`src/rtl/counter_pkg.sv`:
```
// Shared constants and helpers for the nibble-cascade counter family.
package counter_pkg;

    localparam int unsigned NIBBLE_W = 4;

    localparam logic DIR_UP   = 1'b1;
    localparam logic DIR_DOWN = 1'b0;

    function automatic int unsigned num_stages(input int unsigned width);
        return width / NIBBLE_W;
    endfunction

endpackage

```
`src/rtl/counter_nibble.sv`:
```
// One 4-bit counter stage: clear > load > carry-in step; carry-out flags the terminal value.
module counter_nibble
    import counter_pkg::*;
(
    input  logic                clock,
    input  logic                clear,
    input  logic                load,
    input  logic                carry_in,
    input  logic                dir,
    input  logic [NIBBLE_W-1:0] d,
    output logic [NIBBLE_W-1:0] q,
    output logic                carry_out
);

    logic [NIBBLE_W-1:0] q_q, q_d;
    logic                terminal;

    always_comb begin
        q_d = q_q;
        if (load) begin
            q_d = d;
        end else if (carry_in) begin
            q_d = (dir == DIR_UP) ? q_q + 4'd1 : q_q - 4'd1;
        end
    end

    always_comb begin
        terminal  = (dir == DIR_DOWN) ? (q_q == '0) : (q_q == '1);
        carry_out = carry_in & terminal;
    end

    always_ff @(posedge clock) begin
        if (clear) begin
            q_q <= '0;
        end else begin
            q_q <= q_d;
        end
    end

    assign q = q_q;

endmodule

```
`src/rtl/counter_cascade.sv`:
```
// WIDTH-bit counter built from WIDTH/4 nibble stages with load, enable and wrap limit.
// Down counting is built only when COUNTER_CASCADE_DOWN_EN is defined; otherwise up-only.
module counter_cascade
    import counter_pkg::*;
#(
    parameter int unsigned WIDTH = 16
) (
    input  logic             clock,
    input  logic             clear,
    input  logic             load,
    input  logic             start_stop,
    input  logic             up_down,
    input  logic [WIDTH-1:0] limit,
    input  logic [WIDTH-1:0] data,
    output logic [WIDTH-1:0] count,
    output logic             wrap
);

    localparam int unsigned STAGES = num_stages(WIDTH);

    logic             dir;
    logic [WIDTH-1:0] count_q;
    logic [STAGES:0]  carry;
    logic             wrap_hit;
    logic             rollover;
    logic             force_load;
    logic [WIDTH-1:0] load_val;
    logic             wrap_q, wrap_d;
    logic             unused_carry;

`ifdef COUNTER_CASCADE_DOWN_EN
    assign dir = up_down;
`else
    logic unused_up_down;
    assign unused_up_down = up_down;
    assign dir            = DIR_UP;
`endif

    always_comb begin
        wrap_hit   = start_stop & ((dir == DIR_UP) ? (count_q == limit) : (count_q == '0));
        // A count loaded above limit still pulses wrap on its natural 2^WIDTH rollover.
        rollover   = start_stop & (dir == DIR_UP) & (count_q == '1);
        force_load = load | wrap_hit;
        load_val   = load ? data : ((dir == DIR_UP) ? '0 : limit);
        wrap_d     = ~load & (wrap_hit | rollover);
    end

    assign carry[0]     = start_stop;
    assign unused_carry = carry[STAGES];

    for (genvar k = 0; k < STAGES; k++) begin : gen_stage
        counter_nibble u_stage (
            .clock     (clock),
            .clear     (clear),
            .load      (force_load),
            .carry_in  (carry[k]),
            .dir       (dir),
            .d         (load_val[k*NIBBLE_W +: NIBBLE_W]),
            .q         (count_q[k*NIBBLE_W +: NIBBLE_W]),
            .carry_out (carry[k+1])
        );
    end

    always_ff @(posedge clock) begin
        if (clear) begin
            wrap_q <= 1'b0;
        end else begin
            wrap_q <= wrap_d;
        end
    end

    assign count = count_q;
    assign wrap  = wrap_q;

endmodule

```
`config.mk`:
```
export PLATFORM = sky130hd
export DESIGN_NAME = counter_cascade
export DESIGN_NICKNAME = d
export VERILOG_FILES = /design/src/rtl/counter_pkg.sv /design/src/rtl/counter_nibble.sv /design/src/rtl/counter_cascade.sv
export SDC_FILE = /design/constraint.sdc
export NUM_CORES = 1
export LEC_CHECK = 0
export ABC_AREA = 1
export BUFFER_PORTS_ARGS = -buffer_cell sky130_fd_sc_hd__buf_2
export CAP_MARGIN = 40
export CORE_ASPECT_RATIO = 1.1
export CORE_UTILIZATION = 51
export DETAILED_ROUTE_END_ITERATION = 12
export PLACE_DENSITY = 0.9
export SYNTH_ARGS = -nofsm -noshare
export SYNTH_HDL_FRONTEND = slang
export SYNTH_SLANG_ARGS = --single-unit
export TNS_END_PERCENT = 5
```
`constraint.sdc`:
```
create_clock -name clock -period 1.7 [get_ports clock]
set_input_delay 0.17 -clock clock [delete_from_list [all_inputs] [get_ports clock]]
set_output_delay 0.17 -clock clock [all_outputs]
set_load 0.005 [all_outputs]
```
# Word level (Yosys, flattened, before mapping)
# Index checks and enable logic that the tools add are counted.
totals:
  wordCells: 36
  register_bits: 17
  inputBits: 37
classes:
  reduce_logical: 4
  n_mux: 9
  bitwise: 9
  n_addsub: 4
  eq_ne: 5
op_table:
  columns: ["op", "count"]
  rows:
  - ["2-to-1 mux 4 bit", 8]
  - ["adder 4 x 1 -> 4 bit, second input constant", 4]
  - ["== test 16 bit", 1]
  - ["== test 16 bit, second input constant", 1]
  - ["2-to-1 mux 16 bit", 1]
  - ["== test 4 bit, second input constant", 3]
  - ["nonzero test 2 bit", 4]
  - ["AND 1 bit", 6]
  - ["bitwise OR 1 bit", 2]
  - ["NOT 1 bit", 1]

# Longest topological paths before layout
# Gate-level depths: netlist of the first run.
logic_depth:
  ltp_word: 6
  depth_mapped: 12
  ltp_nobuf: 12

# Modules after synthesis
# Synthesis of the first run repeated with hierarchy kept, for this count alone.
hier_totals:
  hier_cells: 333
  hier_area_um2: 1851.8
modules_own_cells:
  columns: ["mod", "seq_area_each_um2", "cells_per_inst", "n_inst", "area_per_inst_um2"]
  rows:
  - ["counter_nibble", 80.1, 53, 4, 330.3]
  - ["counter_cascade", 20.0, 121, 1, 530.5]

# Worst setup path after synthesis of the first run
# No wires, ideal clock.
synth_timing:
  kind: "flip-flop to flip-flop"
  start: "reg gen_stage[0].u_stage.q_q[0]"
  end: "reg gen_stage[3].u_stage.q_q[1]"
  path_slack_ps: 136
  stages_incl_launch_ff: 12
  required_ps: 1589
  synth_period_minus_slack_ps: 1564
  n_path_buf: 0
  t_arrival_ps: 1453
  cell_sequence: "dfxtp_1 > ha_1 > nand4_2 > inv_2 > nand2_4 > inv_2 > nand2_4 > or2_1 > nand3_1 > nand2_1 > clkinv_1 > nor2_1"
synth_via:
  elab_chain_len: 5
  elab_cells_between_ends: 9
  cone_classes: "2 x eq/ne; 1 x mux; 5 x bitwise; 1 x reduce/logical"
synth_rtl:
  columns: ["element", "line_no", "text"]
  rows:
  - ["from (decl)", "counter_nibble.sv:15", "logic [NIBBLE_W-1:0] q_q, q_d;"]
  - ["from (signal assigned)", "counter_nibble.sv:36", "q_q <= q_d;"]
  - ["== test 4 bit", "counter_nibble.sv:28", "terminal = (dir == DIR_DOWN) ? (q_q == '0) : (q_q == '1);"]
  - ["AND 1 bit (3 in a row)", "counter_nibble.sv:29", "carry_out = carry_in & terminal;"]
  - ["nonzero test 2 bit (no line)", null, null]
  - ["to (signal assigned)", "counter_nibble.sv:36", null]
  - ["to (decl)", "counter_nibble.sv:15", null]
# Parallel ways exist; a longest one is shown, timed or not.
# A chain may end at the register's enable or synchronous reset.

# Worst setup path after layout of the first run
layout_timing:
  start: "reg gen_stage[0].u_stage.q_q[1]"
  end: "reg gen_stage[3].u_stage.q_q[1]"
# Same word-level chain as after synthesis.

==> flow_metrics.env, run 1 <==
export IMPL_layout_drive_gt1_share_pct=26.6
export IMPL_areaGrowthSynthToFinish_pct=25.9
export IMPL_vias=1945
export IMPL_worstPathCellList="ha_2, nand4_2, inv_2, nand2_4, inv_2, nand2_4, or2_1, nand3_1, nand2_1, clkinv_1, nor2_1"
export IMPL_tightest_slew_ns=0.544
export IMPL_ys_async_sr_fraction_pct=0
export IMPL_cts_sinks=17
export IMPL_maxSlewHeadroom_pct=63.5
export IMPL_synthFlopType="dfxtp_1"
export IMPL_grt_overflow=0
export IMPL_num_rows=20
export IMPL_wire_per_inst_um=11.3
export IMPL_grt_pass1_vias=1601
export IMPL_power_density_nw_per_um2=507
export IMPL_vdd_drop_max_v=0.000480
export IMPL_worstSetupPathType="flop to flop"
export IMPL_drc_errors=0
export IMPL_grt_pass1_wl_mm=6.78
export IMPL_regToRegEndpoint="gen_stage[3].u_stage.q[1]$_SDFFE_PP0P_"
export IMPL_worst_ep_required_time_ns=1.91
export IMPL_mostFrequentLayoutCell="nand2_1"
export IMPL_maxClockFrequency_mhz=620
export IMPL_crit_path_max_incr_delay_ns=0.38
export IMPL_p_leak_nw=1.22
export IMPL_cp_start_kind="flop"
export IMPL_dpl_instance_area_sq_um=1930
export IMPL_syn_avg_cell_area_sq_um=5.55
export IMPL_fin_nets=392
export IMPL_drtIter0Drc=90
export IMPL_vias_per_cell=5.08
export IMPL_ys_seq_area_share_pct=21.2
export IMPL_yosys_warnings=0
export IMPL_synth_top_area_cell="nand2_1"
export IMPL_dp_hpwl_mm=3.14
export IMPL_path_clk_slew_ns=0.11
export IMPL_hold_end="gen_stage[0].u_stage.q[3]$_SDFFE_PP0P_"
export IMPL_crit_path_max_fanout=7
export IMPL_io_pin_count=54
export IMPL_synth_area_top_cells="nand2_1, dfxtp_1, inv_1"
export IMPL_postSynthNetCount=330
export IMPL_ant_nets=0
export IMPL_ys_seq_elements=17
export IMPL_core_region_area_sq_um=2880
export IMPL_synth_top_cell_area_share_pct=23.9
export IMPL_initial_core_util_pct=55.7
export IMPL_slowest_stage="dfxtp_2"
export IMPL_antenna_found_initial=0
export IMPL_die_area_sq_um=3370
export IMPL_setup_viol=0
export IMPL_min_delay_start="data[3]"
export IMPL_syn_cell_area_sq_um=1600
export IMPL_place_congestion=0.951
export IMPL_wl_mm=4.32
export IMPL_clk_path_buf_depth=2
export IMPL_r2r_start="gen_stage[0].u_stage.q[1]$_SDFFE_PP0P_"
export IMPL_p_total_mw=1.02
export IMPL_htreeDepth=1
export IMPL_worstPathArrival_ns=1.82
export IMPL_period_minus_slack_ns=1.61
export IMPL_ctsHoldBuffers=0
export IMPL_cts_tree="yes"
export IMPL_synth_edf_count=0
export IMPL_outcome="completed"
export IMPL_fin_area_sq_um=2020
export IMPL_portBuffers=52
export IMPL_drv_cap=0
export IMPL_end_kind="flop"
export IMPL_synth_cells=289
export IMPL_grt_use_total_pct=25.4
export IMPL_finalCritPeriodShare_pct=94.8
export IMPL_finish_utilization_pct=70.1
export IMPL_cts_root_buffer="clkbuf_4"
export IMPL_worstHoldPathCells=3
export IMPL_grt_max_degree=18
export IMPL_hold_viol_final=0
export IMPL_die_y_um=60.8
export IMPL_ff2ff_setup_slack_ns=0.09
export IMPL_insertion_delay_ns=0.31
export IMPL_most_common_layout_cells="nand2_1, buf_2, inv_1"
export IMPL_fin_skew_ns=0.00181
export IMPL_setup_tns_final_ns=0
export IMPL_antenna_cells=0
export IMPL_yosysUniqueCellTypes=29
export IMPL_rr_worst_depth=11
export IMPL_cts_buffers=3
export IMPL_die_w_um=55.5
export IMPL_firstDrtPassIters=4
export IMPL_holdCritPathClass="input pin to flop"
export IMPL_slew_viol_final=0
==> repair_timing <==
action | 4_1_cts | 5_1_grt
gates resized for setup | 0 | 19
setup buffers | 0 | 2
endpoints found under the setup margin | 0 | 16
==> flip-flops by register name, summed over array words and instances (netlist names) <==
name and count:
gen_stage.u_stage.q 16, wrap 1
==> power breakdown <==
group	internal (mW)	total [mW]	leakage [nW]	switching [mW]
Clock	0.0918	0.237	0.0150	0.146
Combinational	0.138	0.326	1.06	0.189
Sequential	0.426	0.460	0.145	0.0344
Total	0.655	1.02	1.22	0.369
==> metal layers <==
metal / track usage, % / up-vias / share of wire (%)
met1: 33.0 / 845 / 45
li1: - / 1020 / -
met2: 44.9 / 71 / 47
met5: 0 / - / 0
met3: 2.13 / 9 / 6.0
met4: 8.93 / 0 / 1.8
==> Yosys cell counts, types with 3 or more instances <==
master	count
inv_2	3
nand2_1	102
nand4_1	16
a21oi_1	7
buf_2	3
nand3_1	19
ha_1	4
nor2_1	35
nor3_1	5
o21ai_0	3
xnor2_1	3
clkinv_1	3
dfxtp_1	17
inv_1	48
==> per-stage QoR <==
step	setup WS [ns]	instances	hold slack, ns
after global placement	0.0935	376	0.422
after detailed placement	0.0554	376	0.423
after global routing	-0.105	383	0.0868
after floorplan	0.136	289	0.314
after CTS	0.0377	380	0.0826
final	0.0879	383	0.0851
==> area by class of cell <==
type	count	area (sq um)
Inverter	54	203
Clock buffer	4	26.3
Timing Repair Buffer	63	343
Tap cell	33	41.3
Sequential cell	17	360
Multi-Input combinational cell	212	1040
Fill cell	258	860
==> worst max-delay path by stage <==
stage,startpoint,end,cells past startpoint
global route,gen_stage[0].u_stage.q[1]$_SDFFE_PP0P_,gen_stage[1].u_stage.q[3]$_SDFFE_PP0P_,12
CTS,gen_stage[0].u_stage.q[0]$_SDFFE_PP0P_,gen_stage[3].u_stage.q[1]$_SDFFE_PP0P_,11
detailed placement,gen_stage[1].u_stage.q[1]$_SDFFE_PP0P_,gen_stage[1].u_stage.q[3]$_SDFFE_PP0P_,12
floorplan,gen_stage[0].u_stage.q[0]$_SDFFE_PP0P_,gen_stage[3].u_stage.q[1]$_SDFFE_PP0P_,11
finish,gen_stage[0].u_stage.q[1]$_SDFFE_PP0P_,gen_stage[3].u_stage.q[1]$_SDFFE_PP0P_,11
global placement,gen_stage[1].u_stage.q[1]$_SDFFE_PP0P_,gen_stage[1].u_stage.q[3]$_SDFFE_PP0P_,12
==> kinds of logic after synthesis <==
family                     count (synthesis)  synth area share [%]
xor gates and xnor gates                   5                  2.73
and+or+nand+nor                          190                  53.4
AOI/OAI and AO/OA                         12                  4.06
adders and majority gates                  4                  3.12
DFF                                       17                  21.2
buffers and inverters                     61                  15.5
==> critical path, delay by kind of cell (launching register included) <==
kind	cells	cell delay [ns]
AND/OR/NAND/NOR	7	0.66
flip-flops	1	0.38
adder cells (fa/ha/maj)	1	0.21
buffers and inverters	3	0.28
Note: power is estimated with default switching activity, not from simulation.
==> run 2: changes to the inputs <==
- ABC_AREA: 1 -> 0
- CORE_UTILIZATION: 51 -> 46
- GPL_TIMING_DRIVEN: not set -> 0
- PLACE_DENSITY: 0.9 -> 0.88
==> flow_metrics.env, run 2 <==
export IMPL_p_total_uw=923
export IMPL_finalCritPeriodShare_pct=96.8
export IMPL_insertion_delay_ns=0.30
export IMPL_grt_pass1_wl_mm=4.70
export IMPL_synth_compound_area_share_pct=21.5
export IMPL_ys_seq_area_share_pct=29.5
export IMPL_yosys_warnings=0
export IMPL_drtIter0Drc=30
export IMPL_p_leak_nw=0.707
export IMPL_synth_area_top_cells="dfxtp_1, xnor2_1, o21ai_2"
export IMPL_worst_ep_required_time_ns=1.91
export IMPL_synth_area_mux_share_pct=3.47
export IMPL_cp_start_kind="flop"
export IMPL_wire_per_inst_um=14.8
export IMPL_ctsHoldBuffers=0
export IMPL_maxSlewHeadroom_pct=68.4
export IMPL_vdd_drop_max_v=0.000646
export IMPL_drc_errors=0
export IMPL_end_kind="flop"
export IMPL_synthSimpleGateAreaFrac_pct=19.2
export IMPL_cp_top_family="simple AND/OR/NAND/NOR gates"
export IMPL_postSynthNetCount=168
export IMPL_syn_cell_area_sq_um=1150
export IMPL_synth_top_family_by_area="compound AO/OA/AOI/OAI gates"
export IMPL_cts_tree="yes"
export IMPL_cts_sinks=17
export IMPL_synthFlopType="dfxtp_1"
export IMPL_io_pin_count=54
export IMPL_slew_viol_final=0
export IMPL_die_area_sq_um=2710
export IMPL_areaGrowthSynthToFinish_pct=39.5
export IMPL_comb_power_share_pct=24.9
export IMPL_seqPwrFrac_pct=50.3
export IMPL_synth_xor_area_share_pct=19.0
export IMPL_core_region_area_sq_um=2300
export IMPL_rsz0062_at_grt="true"
export IMPL_largest_register_ffs=16
export IMPL_htreeDepth=1
export IMPL_ys_seq_elements=17
export IMPL_pwr_share_clk_pct=24.8
export IMPL_synth_edf_count=0
export IMPL_wl_mm=3.22
export IMPL_p_switching_uw=293
export IMPL_synth_top_area_cell="dfxtp_1"
export IMPL_ys_async_sr_fraction_pct=0
export IMPL_worstSetupPathType="flop to flop"
export IMPL_grt_max_degree=11
export IMPL_hold_viol_final=0
export IMPL_dpl_instance_area_sq_um=1450
export IMPL_num_rows=18
export IMPL_power_density_nw_per_um2=574
export IMPL_place_congestion=0.919
export IMPL_maxClockFrequency_mhz=608
export IMPL_crit_path_max_fanout=5
export IMPL_grt_pass1_vias=1053
export IMPL_mostFrequentLayoutCell="buf_2"
export IMPL_antenna_found_initial=0
export IMPL_synth_top_cell_area_share_pct=29.5
export IMPL_outcome="completed"
export IMPL_portBuffers=52
export IMPL_clk_path_buf_depth=2
export IMPL_slowest_stage="dfxtp_1"
export IMPL_fin_skew_ns=0.0121
export IMPL_synth_fa_ha_area_share_pct=4.34
export IMPL_ff2ff_setup_slack_ns=0.05
export IMPL_path_clk_slew_ns=0.11
export IMPL_period_minus_slack_ns=1.65
export IMPL_grt_use_total_pct=23.6
export IMPL_most_common_layout_cells="buf_2, nand2_1, xnor2_1"
export IMPL_fin_area_sq_um=1610
export IMPL_setup_viol=0
export IMPL_dp_hpwl_mm=2.23
export IMPL_firstDrtPassIters=4
export IMPL_yosysUniqueCellTypes=35
export IMPL_layout_drive_gt1_share_pct=53.2
export IMPL_die_w_um=49.7
export IMPL_die_y_um=54.5
export IMPL_vias_per_cell=5.51
export IMPL_cts_root_buffer="clkbuf_4"
export IMPL_vias=1202
export IMPL_initial_core_util_pct=50.2
export IMPL_worstPathArrival_ns=1.85
export IMPL_syn_avg_cell_area_sq_um=9.07
export IMPL_holdCritPathClass="input pin to flop"
export IMPL_grt_overflow=0
export IMPL_crit_path_max_incr_delay_ns=0.42
export IMPL_fill_cells=174
export IMPL_antenna_cells=0
export IMPL_drv_cap=0
export IMPL_fin_nets=230
export IMPL_synth_cells=127
export IMPL_sw_frac_of_total_pct=31.7
export IMPL_worstPathCellList="xnor2_1, nand4_1, nor3_4, a211o_4, buf_4, o21ai_2"
export IMPL_ys_top_cells_by_count="dfxtp_1, nand2_1, xnor2_1, o21ai_2, xor2_1"
export IMPL_tightest_slew_ns=0.473
export IMPL_p_int_uw=630
export IMPL_ant_nets=0
export IMPL_path_buf_inv=1
export IMPL_cts_buffers=3
==> run 2: cell count changes in the layout (fill, tap and decap cells not counted), moves of 4 or more <==
cell	delta
a21oi_1	-4
nor2_1	-29
mux2i_1	+4
xor2_1	+5
nand4_1	-11
xnor2_1	+12
nor3_1	-4
nand2_1	-84
o21ai_2	+10
nand3_1	-16
dfxtp_2	+5
buf_4	-6
inv_1	-44
==> run 2: path summary, 6_finish.rpt <==
path | cells past startpoint | end | start
max | 6 | gen_stage[3].u_stage.q[3]$_SDFFE_PP0P_ | gen_stage[2].u_stage.q[3]$_SDFFE_PP0P_
min | 3 | gen_stage[3].u_stage.q[1]$_SDFFE_PP0P_ | data[13]
min reg2reg | 2 | wrap$_SDFF_PP0_ | gen_stage[3].u_stage.q[3]$_SDFFE_PP0P_
max reg2reg | 6 | gen_stage[3].u_stage.q[3]$_SDFFE_PP0P_ | gen_stage[2].u_stage.q[3]$_SDFFE_PP0P_
==> run 2: logic make-up (layout without fill, tap and decap cells) <==
family / Yosys count / in the layout
buffers and inverters: 7 / 68
muxes: 4 / 4
xor gates and xnor gates: 25 / 25
DFF: 17 / 17
and+or+nand+nor: 40 / 40
AOI/OAI and AO/OA: 30 / 30
adders and majority gates: 4 / 4
==> run 2: power by group through the flow <==
| stage | clock network [mW] | logic [mW] | registers, mW |
|---|---|---|---|
| 2_1_floorplan | 0 | 0.115 | 0.462 |
| 3_3_place_gp | 0 | 0.201 | 0.464 |
| 3_5_place_dp | 0 | 0.207 | 0.465 |
| 4_1_cts | 0.227 | 0.215 | 0.459 |
| 5_1_grt | 0.247 | 0.250 | 0.469 |
| 6_report | 0.229 | 0.230 | 0.464 |
==> run 2: metal layers <==
| layer | wire (um) | track usage, % |
|---|---|---|
| met3 | 216 | 4.44 |
| met4 | 74 | 10.0 |
| met5 | 0 | 0 |
| met1 | 1300 | 27.3 |
| met2 | 1630 | 43.2 |
==> run 2: worst reg2reg max path, stage by stage (launching register included) <==
cell     delay (ns)
dfxtp_1        0.42
xnor2_1        0.15
nand4_1        0.25
nor3_4         0.29
a211o_4        0.21
buf_4          0.16
o21ai_2        0.07
==> run 2: area by class of cell <==
| cell class | instances | area, sq um | share of cell area, % |
|---|---|---|---|
| clock buffers | 3 | 22.5 | 1.40 |
| well taps | 30 | 37.5 | 2.33 |
| inverters | 4 | 15.0 | 0.934 |
| flip-flops and latches | 17 | 359 | 22.3 |
| clock inverters | 1 | 5.00 | 0.311 |
| repair buffers | 57 | 298 | 18.5 |
| multi-input cells | 103 | 852 | 53.0 |
| plain buffers | 3 | 18.8 | 1.17 |
==> run 2: what timing repair did <==
item | 4_1_cts | 5_1_grt
setup buffers | 0 | 4
gates cloned | 1 | 0
pin swaps | 2 | 4
setup endpoints to repair | 14 | 16
resized for setup | 8 | 18
endpoints found under the hold margin | 0 | 0
==> run 2: stage by stage <==
step | setup TNS, ns | util [%] | hold slack (ns) | std cells | setup WS [ns]
after detailed placement | -0.349 | 63.1 | 0.369 | 209 | -0.0646
after global placement | -0.0281 | 63.1 | 0.367 | 209 | -0.0281
after CTS | 0 | 65.9 | 0.0545 | 214 | 0.0118
after global routing | -0.465 | 70.0 | 0.0622 | 218 | -0.0608
after floorplan | 0 | - | 0.239 | 127 | 0.0947
final | 0 | 70.0 | 0.0583 | 218 | 0.0548
==> run 3: changes to the inputs <==
- PLACE_DENSITY: 0.88 -> 0.79
==> flow_metrics.env, run 3 (synthesis gave the netlist of run 2 again) <==
export IMPL_portBuffers=52
export IMPL_vdd_drop_max_v=0.000486
export IMPL_outcome="completed"
export IMPL_die_w_um=49.7
export IMPL_power_density_nw_per_um2=577
export IMPL_grt_max_degree=11
export IMPL_met2_usage_pct=39.6
export IMPL_p_leak_nw=0.684
export IMPL_htreeDepth=1
export IMPL_drtIter0Drc=24
export IMPL_grt_use_total_pct=22.4
export IMPL_antenna_found_initial=0
export IMPL_dp_hpwl_mm=2.20
export IMPL_slew_viol_final=0
export IMPL_ant_nets=0
export IMPL_tightest_slew_ns=0.484
export IMPL_clk_path_buf_depth=2
export IMPL_cts_tree="yes"
export IMPL_cts_root_buffer="clkbuf_4"
export IMPL_maxSlewHeadroom_pct=67.6
export IMPL_place_congestion=0.906
export IMPL_cp_start_kind="flop"
export IMPL_maxClockFrequency_mhz=615
export IMPL_setup_viol=0
export IMPL_crit_path_max_fanout=6
export IMPL_vias=1160
export IMPL_largest_register_ffs=16
export IMPL_p_total_uw=908
export IMPL_fin_skew_ns=0.00582
export IMPL_finish_utilization_pct=68.6
export IMPL_grt_pass1_vias=999
export IMPL_io_pin_count=54
export IMPL_antenna_cells=0
export IMPL_holdCritPathClass="input pin to flop"
export IMPL_drc_errors=0
export IMPL_use_met3_pct=4.72
export IMPL_worstPathArrival_ns=1.79
export IMPL_num_rows=18
export IMPL_insertion_delay_ns=0.29
export IMPL_worstSetupPathType="flop to flop"
export IMPL_fin_nets=227
export IMPL_grt_pass1_wl_mm=4.52
export IMPL_top_usage_layer="met2"
export IMPL_final_cells=215
export IMPL_firstDrtPassIters=4
export IMPL_path_clk_slew_ns=0.11
export IMPL_hold_viol_final=0
export IMPL_cts_buffers=3
export IMPL_cts_sinks=17
export IMPL_drv_cap=0
export IMPL_most_common_layout_cells="buf_2, nand2_1, xnor2_1"
export IMPL_areaGrowthSynthToFinish_pct=36.7
export IMPL_finalCritPeriodShare_pct=95.7
export IMPL_vias_per_cell=5.40
export IMPL_worst_ep_required_time_ns=1.86
export IMPL_fill_cells=195
export IMPL_period_minus_slack_ns=1.63
export IMPL_grt_overflow=0
export IMPL_core_region_area_sq_um=2300
export IMPL_wire_per_inst_um=13.4
export IMPL_post_place_cells=209
export IMPL_die_y_um=54.5
export IMPL_end_kind="flop"
export IMPL_die_area_sq_um=2710
export IMPL_layout_drive_gt1_share_pct=50.8
export IMPL_grt_met1_usage_pct=27.5
export IMPL_initial_core_util_pct=50.2
export IMPL_rsz0062_at_grt="true"
export IMPL_mostFrequentLayoutCell="buf_2"
export IMPL_wl_mm=2.88
-- run 3: changes by cell type in the layout (fill, tap and decap cells not counted), sizes merged --
cell,previous run,this run
buf,58,55
clkbuf,5,6
clkinv,1,0
-- run 3: repair_timing --
| action | 4_1_cts | 5_1_grt |
|---|---|---|
| pin swaps | 4 | 3 |
| hold buffers | 0 | 0 |
| setup endpoints to repair | 14 | 16 |
| buffers inserted | 0 | 2 |
| gates resized for setup | 7 | 17 |
-- run 3: metal layers --
metal,vias to the layer above,wire (um)
met1,541,1240
met3,2,144
met5,-,0
met4,0,13
li1,578,-
met2,39,1480
-- run 3: layout make-up --
type | count | area, sq um | area share [%]
Clock buffer | 4 | 26.3 | 1.67
Multi-Input combinational cell | 103 | 842 | 53.5
Buffer | 3 | 22.5 | 1.43
Inverter | 4 | 15.0 | 0.953
Tap cell | 30 | 37.5 | 2.38
Timing Repair Buffer | 54 | 275 | 17.5
Sequential cell | 17 | 357 | 22.6
-- run 3: critical path, stage by stage, from the launching register on --
cell and delay [ns]:
dfxtp_2 0.40, xor2_1 0.22, nor4_2 0.06, and3_4 0.21, a2111oi_1 0.52, a2111oi_2 0.10
-- run 3: report_power, final --
group	switching, mW	total, mW	leakage [nW]	internal (mW)
combinational	0.106	0.221	0.525	0.115
clock	0.134	0.225	0.0150	0.0911
sequential	0.0378	0.463	0.145	0.425
total	0.278	0.908	0.684	0.631
-- run 3: stage by stage --
| step | setup TNS [ns] | hold slack (ns) | setup slack, ns | instance area [sq um] |
|---|---|---|---|---|
| after global placement | -0.0465 | 0.367 | -0.0343 | 1450 |
| after CTS | -0.00381 | 0.0653 | -0.00381 | 1500 |
| after detailed placement | -0.493 | 0.370 | -0.0855 | 1450 |
| final | 0 | 0.0678 | 0.0730 | 1580 |
| after floorplan | 0 | 0.239 | 0.0947 | 1150 |
| after global routing | -0.0769 | 0.0597 | -0.0318 | 1580 |
-- run 3: worst paths after layout --
kind,from,end,slack (ns),depth (start not counted)
worst max-delay path,gen_stage[2].u_stage.q[0]$_SDFFE_PP0P_,gen_stage[1].u_stage.q[2]$_SDFFE_PP0P_,0.07,5
worst min-delay path,data[2],gen_stage[0].u_stage.q[2]$_SDFFE_PP0P_,0.07,3
worst max register to register,gen_stage[2].u_stage.q[0]$_SDFFE_PP0P_,gen_stage[1].u_stage.q[2]$_SDFFE_PP0P_,0.07,5
worst min register to register,gen_stage[3].u_stage.q[1]$_SDFFE_PP0P_,gen_stage[3].u_stage.q[1]$_SDFFE_PP0P_,0.59,2
